--- src/rtl/vending_pkg.sv ---
// Shared definitions for the vending controller: FSM state encoding,
// keypad code map and a constant-width helper.
package vending_pkg;

  localparam int unsigned KEY_W  = 4;
  localparam int unsigned ITEM_W = 3;

  typedef enum logic [1:0] {
    IDLE   = 2'd0,
    CREDIT = 2'd1,
    VEND   = 2'd2,
    CHANGE = 2'd3
  } state_t;

  localparam logic [KEY_W-1:0] KEY_COIN0     = 4'h1;
  localparam logic [KEY_W-1:0] KEY_COIN1     = 4'h2;
  localparam logic [KEY_W-1:0] KEY_COIN2     = 4'h3;
  localparam logic [KEY_W-1:0] KEY_ITEM_BASE = 4'h4;
  localparam logic [KEY_W-1:0] KEY_CANCEL    = 4'hE;

  // Ceiling log2; returns 0 for values <= 1.
  function automatic int unsigned clog2(input int unsigned value);
    int unsigned r;
    r = 0;
    while ((64'd1 << r) < 64'(value)) r++;
    return r;
  endfunction

endpackage

--- src/rtl/bin2bcd_seq.sv ---
// Sequential double-dabble binary-to-BCD converter, one input bit per cycle.
// Ports:
//   clk, reset (async, active-low)
//   start  - load bin and (re)start a conversion; aborts any conversion in flight
//   bin    - binary value sampled on start
//   bcd    - last completed result, digit 0 in LSBs; held during conversion
//   valid  - high when bcd reflects the last started value
module bin2bcd_seq
  import vending_pkg::*;
#(
  parameter int unsigned IN_W   = 8,
  parameter int unsigned DIGITS = 3
) (
  input  logic                  clk,
  input  logic                  reset,
  input  logic                  start,
  input  logic [IN_W-1:0]       bin,
  output logic [4*DIGITS-1:0]   bcd,
  output logic                  valid
);

  localparam int unsigned BCD_W = 4 * DIGITS;
  localparam int unsigned CNT_W = (clog2(IN_W) < 1) ? 1 : clog2(IN_W);

  logic [IN_W-1:0]  sh_bin;
  logic [BCD_W-1:0] sh_bcd;
  logic [CNT_W-1:0] cnt;
  logic             running;

  logic [BCD_W-1:0] adj_c;
  logic [BCD_W-1:0] bcd_shift_c;
  logic [IN_W-1:0]  bin_shift_c;

  // Add-3 on every digit >= 5, then shift the next binary bit into digit 0.
  always_comb begin
    adj_c = sh_bcd;
    for (int d = 0; d < int'(DIGITS); d++) begin
      if (sh_bcd[4*d +: 4] >= 4'd5) adj_c[4*d +: 4] = sh_bcd[4*d +: 4] + 4'd3;
    end
    {bcd_shift_c, bin_shift_c} = {adj_c, sh_bin} << 1;
  end

  // Shift engine; the final shift writes the result straight to bcd.
  always_ff @(posedge clk or negedge reset) begin
    if (!reset) begin
      sh_bin  <= '0;
      sh_bcd  <= '0;
      cnt     <= '0;
      running <= 1'b0;
      bcd     <= '0;
      valid   <= 1'b1;
    end else if (start) begin
      sh_bin  <= bin;
      sh_bcd  <= '0;
      cnt     <= '0;
      running <= 1'b1;
      valid   <= 1'b0;
    end else if (running) begin
      sh_bin <= bin_shift_c;
      sh_bcd <= bcd_shift_c;
      cnt    <= cnt + CNT_W'(1);
      if (cnt == CNT_W'(IN_W - 1)) begin
        bcd     <= bcd_shift_c;
        valid   <= 1'b1;
        running <= 1'b0;
      end
    end
  end

endmodule

--- src/rtl/vending_ctrl_fsm.sv ---
// Vending controller: credit accumulation, vend, change return, per-item stock
// and BCD credit display.
// Ports:
//   clk, reset (async, active-low)
//   key_valid/key_code - debounced key event (coins, item selects, cancel)
//   credit, bcd, bcd_valid - current credit in binary and BCD
//   vend_pulse/vend_item - dispense strobe and item index
//   change_pulse, reject_pulse, deny_pulse - one-cycle event strobes
//   sold_out - per-item empty flags; busy - high in VEND or CHANGE
module vending_ctrl_fsm
  import vending_pkg::*;
#(
  parameter int unsigned NUM_ITEMS   = 4,
  parameter int unsigned PRICE       = 50,
  parameter int unsigned COIN0_VAL   = 5,
  parameter int unsigned COIN1_VAL   = 10,
  parameter int unsigned COIN2_VAL   = 25,
  parameter int unsigned CHANGE_UNIT = 5,
  parameter int unsigned MAX_CREDIT  = 200,
  parameter int unsigned CREDIT_W    = 8,
  parameter int unsigned STOCK_INIT  = 3,
  parameter int unsigned NUM_DIGITS  = 3
) (
  input  logic                    clk,
  input  logic                    reset,
  input  logic                    key_valid,
  input  logic [KEY_W-1:0]        key_code,
  output logic [CREDIT_W-1:0]     credit,
  output logic [4*NUM_DIGITS-1:0] bcd,
  output logic                    bcd_valid,
  output logic                    vend_pulse,
  output logic [ITEM_W-1:0]       vend_item,
  output logic                    change_pulse,
  output logic                    reject_pulse,
  output logic                    deny_pulse,
  output logic [NUM_ITEMS-1:0]    sold_out,
  output logic                    busy
);

  localparam int unsigned STOCK_RAW = clog2(STOCK_INIT + 1);
  localparam int unsigned STOCK_W   = (STOCK_RAW < 1) ? 1 : STOCK_RAW;
  localparam int unsigned SUM_W     = CREDIT_W + 1;
  localparam int unsigned KEY_X     = KEY_W + 1;
  localparam logic [KEY_X-1:0] ITEM_END = KEY_X'(KEY_ITEM_BASE) + KEY_X'(NUM_ITEMS);

  state_t               state, state_n;
  logic [CREDIT_W-1:0]  credit_n;
  logic [STOCK_W-1:0]   stock   [NUM_ITEMS];
  logic [STOCK_W-1:0]   stock_n [NUM_ITEMS];
  logic                 vend_n, change_n, reject_n, deny_n, busy_n;
  logic [ITEM_W-1:0]    vend_item_n;
  logic [NUM_ITEMS-1:0] sold_out_n;
  logic                 bcd_start, bcd_start_n;

  logic                 is_coin_c, is_item_c, is_cancel_c, item_stocked_c;
  logic [CREDIT_W-1:0]  coin_val_c;
  logic [SUM_W-1:0]     coin_sum_c;
  logic [ITEM_W-1:0]    item_idx_c;

  // Key decode and selected-item stock lookup.
  always_comb begin
    is_coin_c  = 1'b1;
    coin_val_c = '0;
    case (key_code)
      KEY_COIN0: coin_val_c = CREDIT_W'(COIN0_VAL);
      KEY_COIN1: coin_val_c = CREDIT_W'(COIN1_VAL);
      KEY_COIN2: coin_val_c = CREDIT_W'(COIN2_VAL);
      default:   is_coin_c  = 1'b0;
    endcase
    coin_sum_c  = SUM_W'(credit) + SUM_W'(coin_val_c);
    is_item_c   = (key_code >= KEY_ITEM_BASE) && ({1'b0, key_code} < ITEM_END);
    item_idx_c  = ITEM_W'(key_code - KEY_ITEM_BASE);
    is_cancel_c = (key_code == KEY_CANCEL);
    item_stocked_c = 1'b0;
    for (int i = 0; i < int'(NUM_ITEMS); i++) begin
      if (ITEM_W'(i) == item_idx_c) item_stocked_c = (stock[i] != '0);
    end
  end

  // Next-state, credit, stock and pulse logic.
  always_comb begin
    state_n     = state;
    credit_n    = credit;
    stock_n     = stock;
    vend_n      = 1'b0;
    vend_item_n = '0;
    reject_n    = 1'b0;
    deny_n      = 1'b0;

    case (state)
      IDLE, CREDIT: begin
        if (key_valid) begin
          if (is_coin_c) begin
            if (coin_sum_c <= SUM_W'(MAX_CREDIT)) begin
              credit_n = coin_sum_c[CREDIT_W-1:0];
              state_n  = CREDIT;
            end else begin
              reject_n = 1'b1;
            end
          end else if (is_item_c) begin
            if (state == CREDIT && credit >= CREDIT_W'(PRICE) && item_stocked_c) begin
              state_n     = VEND;
              vend_n      = 1'b1;
              vend_item_n = item_idx_c;
            end else begin
              deny_n = 1'b1;
            end
          end else if (is_cancel_c && state == CREDIT) begin
            state_n = CHANGE;
          end
        end
      end
      VEND: begin
        // vend_item still holds the selected index during this cycle.
        credit_n = credit - CREDIT_W'(PRICE);
        for (int i = 0; i < int'(NUM_ITEMS); i++) begin
          if (ITEM_W'(i) == vend_item && stock[i] != '0) stock_n[i] = stock[i] - STOCK_W'(1);
        end
        state_n = (credit_n != '0) ? CHANGE : IDLE;
      end
      CHANGE: begin
        if (credit <= CREDIT_W'(CHANGE_UNIT)) begin
          credit_n = '0;
          state_n  = IDLE;
        end else begin
          credit_n = credit - CREDIT_W'(CHANGE_UNIT);
        end
      end
      default: state_n = IDLE;
    endcase

    change_n    = (state_n == CHANGE);
    busy_n      = (state_n == VEND) || (state_n == CHANGE);
    bcd_start_n = (credit_n != credit);
    for (int i = 0; i < int'(NUM_ITEMS); i++) sold_out_n[i] = (stock[i] == '0);
  end

  // State and output registers.
  always_ff @(posedge clk or negedge reset) begin
    if (!reset) begin
      state        <= IDLE;
      credit       <= '0;
      for (int i = 0; i < int'(NUM_ITEMS); i++) stock[i] <= STOCK_W'(STOCK_INIT);
      vend_pulse   <= 1'b0;
      vend_item    <= '0;
      change_pulse <= 1'b0;
      reject_pulse <= 1'b0;
      deny_pulse   <= 1'b0;
      sold_out     <= '0;
      busy         <= 1'b0;
      bcd_start    <= 1'b0;
    end else begin
      state        <= state_n;
      credit       <= credit_n;
      stock        <= stock_n;
      vend_pulse   <= vend_n;
      vend_item    <= vend_item_n;
      change_pulse <= change_n;
      reject_pulse <= reject_n;
      deny_pulse   <= deny_n;
      sold_out     <= sold_out_n;
      busy         <= busy_n;
      bcd_start    <= bcd_start_n;
    end
  end

  bin2bcd_seq #(
    .IN_W   (CREDIT_W),
    .DIGITS (NUM_DIGITS)
  ) u_bin2bcd (
    .clk   (clk),
    .reset (reset),
    .start (bcd_start),
    .bin   (credit),
    .bcd   (bcd),
    .valid (bcd_valid)
  );

endmodule

--- config.mk ---
export PLATFORM = sky130hd
export DESIGN_NAME = vending_ctrl_fsm
export DESIGN_NICKNAME = d
export VERILOG_FILES = /design/src/rtl/vending_pkg.sv /design/src/rtl/bin2bcd_seq.sv /design/src/rtl/vending_ctrl_fsm.sv
export SDC_FILE = /design/constraint.sdc
export NUM_CORES = 1
export LEC_CHECK = 0
export BUFFER_PORTS_ARGS = -buffer_cell sky130_fd_sc_hd__buf_2
export CORE_AREA = 2 2 123 125
export CTS_BUF_LIST = sky130_fd_sc_hd__clkbuf_16
export DETAILED_ROUTE_END_ITERATION = 12
export DIE_AREA = 0 0 125 127
export PLACE_DENSITY_LB_ADDON = 0.05
export SLEW_MARGIN = 10
export SYNTH_ARGS = -nofsm -noshare
export SYNTH_HDL_FRONTEND = slang
export SYNTH_SLANG_ARGS = --single-unit
--- constraint.sdc ---
create_clock -name clk -period 3.11 [get_ports clk]
set_input_delay 0.311 -clock clk [delete_from_list [all_inputs] [get_ports clk]]
set_output_delay 0.311 -clock clk [all_outputs]
set_load 0.05 [all_outputs]
**Word-level counts from Yosys, hierarchy flattened**

Cells that the tools add are included.

- Flip-flop bits (word level): 68
- Bits in latches: 0
- RAM bits: 0
- Bits in read-only memories: 0
- Input port bits: 7
- Output and inout bits: 33
- Logic and storage cells: 143
- Memories: 0

- Add/subtract/negate cells: 12
- Multiply operators: 0
- Div/mod/pow operators: 0
- $lt $le $gt $ge: 8
- Equal/unequal tests: 17
- Shifts and indexed selects: 0
- Muxes and demuxes: 54
- Bitwise logic cells: 1
- Reduce and logical (&&, ||, !) cells: 31

Operator list:

| cell | count |
|---|---|
| $mux 8 | 6 |
| $mux 1 | 25 |
| $mux 12 | 2 |
| $mux 3 | 8 |
| $pmux 8 s3 | 1 |
| $ge 4x3->1 const B | 4 |
| $mux 2 | 8 |
| $pmux 5 s3 | 1 |
| $eq 2x3->1 const A | 4 |
| $reduce_bool 2->1 | 6 |
| $logic_not 2->1 | 5 |
| $reduce_and 2->1 | 5 |
| $add 8x8->9 | 1 |
| $le 9x8->1 const B | 1 |
| $add 4x2->4 const B | 2 |
| $eq 2x2->1 const B | 4 |
| $eq 4x2->1 const B | 2 |
| $ge 8x6->1 const B | 1 |
| $le 8x3->1 const B | 1 |
| $logic_and 1x1->1 | 8 |
| $mux 4 | 2 |
| $ne 8x8->1 | 1 |
| $reduce_bool 8->1 | 1 |
| $sub 2x1->2 const B | 4 |
| other kinds (18) | 20 |

**Longest topological paths before layout**

- Depth in word-level cells: 14
- Depth in mapped cells: 14
- Depth with buffers taken out: 13

**Hierarchy**

From an unflattened synthesis, not the netlist that was laid out.

- Cell total of the unflattened synthesis: 464
- Area, all modules: 4,214.0 um2

Modules (own cells, without submodules):

| module | instances | cells an instance | area an instance (um2) | seq. area each (um2) |
|---|---|---|---|---|
| vending_ctrl_fsm | 1 | 273 | 2,336.0 | 760.7 |
| bin2bcd_seq | 1 | 191 | 1,878.1 | 927.1 |

**Worst setup path before layout**

Ideal clock, no wire load.

- Kind: register to register
- From: register credit[1]
- To: register credit[3]
- Setup time: 0.127 ns
- Data arrival time: 3.233 ns
- Required time: 2.983 ns
- Slack: -0.251 ns
- Stages on the path, launching flop included: 12
- Buffers on the path: 1
- Clock period less this slack: 3.361 ns
- Cells stage by stage: dfrtp_1 -> inv_1 -> fa_1 -> nand2b_1 -> a211oi_1 -> o211ai_1 -> a21oi_1 -> mux2_4 -> a21oi_4 -> buf_4 -> mux2i_1 -> mux2i_1

- Word-level cells in the longest chain between the ends: 6
- Elaborated cells between the ends (all ways): 10
- Classes of those cells: add/sub (3); order compare (2); mux (5)

RTL lines:

| element | line | source |
|---|---|---|
| start: declaration | vending_ctrl_fsm.sv:28 | `output logic [CREDIT_W-1:0] credit,` |
| start signal: assignment | vending_ctrl_fsm.sv:154 | `credit <= credit_n;` |
| $add 8x8->9 | vending_ctrl_fsm.sv:70 | `coin_sum_c = SUM_W'(credit) + SUM_W'(coin_val_c);` |
| $le 9x8->1 | vending_ctrl_fsm.sv:94 | `if (coin_sum_c <= SUM_W'(MAX_CREDIT)) begin` |
| $mux 8 | vending_ctrl_fsm.sv:94 |  |
| $mux 8 | vending_ctrl_fsm.sv:93 | `if (is_coin_c) begin` |
| $mux 8 | vending_ctrl_fsm.sv:92 | `if (key_valid) begin` |
| $pmux 8 s3 * | vending_ctrl_fsm.sv:90 | `case (state)` |
| named net credit_n[3] | vending_ctrl_fsm.sv:47 | `logic [CREDIT_W-1:0] credit_n;` |

The timed path passes the listed nets; every way through them passes the cells marked *.
A chain may end at the register's enable or synchronous reset.

**Final worst setup path**

- From: register credit[0]
- To: register credit[3]

Same word-level chain as after synthesis.

==> flow_metrics.tcl <==
set metrics [dict create \
    drt-pass1-iter-count 4 \
    start_util_pct 27.9 \
    r2r_end "credit[3]$_DFF_PN0_" \
    h-tree-depth 3 \
    synth_top_flop_cell "dfrtp_1" \
    place_hpwl_microns 7660 \
    yosysWarnings 0 \
    grt_pass1_vias 3326 \
    endpoint_kind "flip-flop" \
    n_antenna_cell 0 \
    intPower_mw 2.51 \
    clkPwrFrac_pct 21.7 \
    clkTransAtPathRegs_ns 0.06 \
    finalSetupViolCount 0 \
    postSynthCellCount 440 \
    drc 0 \
    crit_arrival_ns 3.15 \
    first_iter_violations 139 \
    slew_viol_final 0 \
    max_cap_viol_count 0 \
    cp-start-kind "flip-flop" \
    critPathKind "flip-flop to flip-flop" \
    rr_startpoint "credit[0]$_DFF_PN0_" \
    min_period_over_period_pct 94.7 \
    grt_pass1_wl_microns 17700 \
    hold_viol_final 0 \
    status "complete, no violations" \
    hp-class "input pin to asynchronous set/reset pin" \
    synth-edff-count 0 \
    vias 3339 \
    track_usage_pct 14.0 \
    grt_max_degree 68 \
    clock_skew_ns 0.00637 \
    syn_to_final_growth_pct 22.3 \
    cp.required_ns 3.31 \
    p_comb_share_pct 50.9 \
    synth_area_sq_um 4030 \
    yosysMostFrequentCell "dfrtp_1" \
    die_height_microns 127 \
    dieWidth_microns 125 \
    cts_sinks 67 \
    p_leak_nw 2.28 \
    nets 535 \
    tritoncts "built" \
    synth_fp_nets 471 \
    cp_max_fo 7 \
    crit_path_cell_trace "ha_1 -> inv_1 -> fa_1 -> nand2b_1 -> a211oi_2 -> o211ai_1 -> a21oi_2 -> mux2_4 -> a21oi_4 -> buf_4 -> mux2i_1 -> mux2i_1" \
    max-vdd-ir-drop_uv 378 \
    switching_share_pct 44.0 \
    synth_area_per_cell_sq_um 9.16 \
    synthArstFlopShare_pct 100 \
    overflow 0 \
    postCtsResizedCells 0 \
    placed_area_sq_um 4630 \
    reg2reg_depth 12 \
    fin_crit_ns 2.94 \
    clk_latency_ns 0.33 \
    reg2reg_setup_slack_ns 0.17 \
    p_sw_mw 1.97 \
    yosysSeqAreaShare_pct 41.9 \
    synthTopCellsByCount "58 x dfrtp_1, 42 x nand2_1, 37 x o21ai_0" \
    pwr-share-seq_pct 27.5 \
    drt_wl_total_microns 10600 \
    wl_per_cell_microns 15.3 \
    crit_start "credit[0]$_DFF_PN0_" \
    antenna_found_initial 0 \
    crit_path_end "credit[3]$_DFF_PN0_" \
    place_congestion 0.863 \
    worst_slew_pin_slew_ns 0.893 \
    rows 44 \
    max_stage_delay_ns 0.39 \
    fp.dieArea_sq_um 15900 \
    tns_ns 0 \
    drive_above_1_share_pct 22.2 \
    fin_area_sq_um 4930 \
    drtAntennaViolNets 0 \
    synth_cell_types 60 \
    crit_path_top_delay_cell "dfrtp_2" \
    fmax_ghz 0.340 \
    yosysTopAreaCellShare_pct 36.0 \
    ys_seq_elements 67 \
    ctsLongestPathBuffers 2 \
    cp_common_cell "mux2i_1" \
    cts_hold_buf 0 \
    core_sq_um 14400 \
    cellPowerDensity_nw_per_um2 909 \
    total_power_mw 4.48 \
    synth_top_area_cell "dfrtp_1" \
    cts-root-buf "clkbuf_16" \
    cts_setup_buffers 0 \
    cts_made_buffers 9 \
    port_buffers 39 \
    ioPinCount 40 \
    slew_headroom_pct 40.5 \
    ys_top_cells_by_area "dfrtp_1 36%, ha_1 7.1%, dfstp_2 5.9%, o21ai_0 4.6%, mux2i_1 4.5%" \
    drt-vias-per-instance 4.82 \
]
==> registers in the layout (all words and copies together) (netlist names) <==
name / flops
u_bin2bcd.valid: 1
u_bin2bcd.bcd: 12
u_bin2bcd.cnt: 3
stock: 8
credit: 8
sold_out: 4
u_bin2bcd.sh_bcd: 12
change_pulse: 1
vend_pulse: 1
bcd_start: 1
deny_pulse: 1
reject_pulse: 1
u_bin2bcd.running: 1
vend_item: 3
state: 2
u_bin2bcd.sh_bin: 8
==> logic make-up after synthesis <==
group	Yosys count	share of synthesized area, %
and+or+nand+nor	143	17.6
AOI/OAI and AO/OA	110	17.2
DFF	67	41.9
buffers and inverters	56	5.56
adders and majority gates	24	7.64
muxes	22	5.96
xor gates and xnor gates	17	4.07
other	1	0.0930
==> power groups by stage <==
stage               Sequential, mW  Combinational [mW]  Clock (mW)
floorplan                     1.46                1.34           0
global placement              1.25                2.30           0
detailed placement            1.25                2.29           0
CTS                           1.23                2.30        1.01
global route                  1.26                2.54        1.05
finish                        1.23                2.28       0.972
==> per-layer routing <==
metal | wire [microns] | track usage [%]
met1 | 5020 | 18.4
met2 | 5100 | 23.7
met3 | 359 | 2.60
met4 | 144 | 4.12
met5 | 0 | 0
==> critical path: cells and delay by family, from the launching register on <==
family          cells  cell delay [ns]
flops               1             0.39
fa+ha+maj           2             0.55
simple gates        1             0.19
mux                 3             0.62
buf+inv             2             0.27
compound gates      4             0.81
==> cells in the final DEF, fill, tap and decap left out, types with 19 or more instances in the layout <==
cell type  netlist  routed
nand2_1         42      42
a21oi_1         24      22
buf_2            2      39
nand3_1         19      19
dfrtp_1         58      56
nor2_1          29      29
buf_4            1      36
o21ai_0         37      37
ha_1            23      23
inv_1           34      38
==> per-stage QoR <==
step | setup slack (ns) | utilization [%] | std cells | hold slack, ns
final | 0.166 | 34.2 | 693 | 0.159
after global routing | -0.000827 | 34.2 | 693 | 0.287
after CTS | 0.0815 | 34.1 | 693 | 0.236
after detailed placement | -0.242 | 32.1 | 677 | 0.464
after global placement | -0.163 | 32.1 | 677 | 0.457
after floorplan | 0.00594 | - | 440 | 0.0154
==> layout make-up <==
type                    count  area, sq um
well taps                 184          230
fillers                  1551         9490
multi-input cells         317         2140
clock inverters             7         55.1
repair buffers             75          465
inverters                  34          128
clock buffers               9          225
flip-flops and latches     67         1690
==> how the worst min path moves through the flow <==
stage | end | slack (ns) | cells after the start
detailed placement | u_bin2bcd.valid$_DFFE_PN1P_ | 0.46 | 2
global placement | u_bin2bcd.bcd[4]$_DFFE_PN0P_ | 0.46 | 2
floorplan | bcd_start$_DFF_PN0_ | 0.02 | 0
global route | u_bin2bcd.sh_bcd[3]$_DFFE_PN0P_ | 0.29 | 2
finish | u_bin2bcd.sh_bcd[3]$_DFFE_PN0P_ | 0.16 | 2
CTS | u_bin2bcd.sh_bcd[3]$_DFFE_PN0P_ | 0.24 | 2
Note: power is estimated with default switching activity, not from simulation.
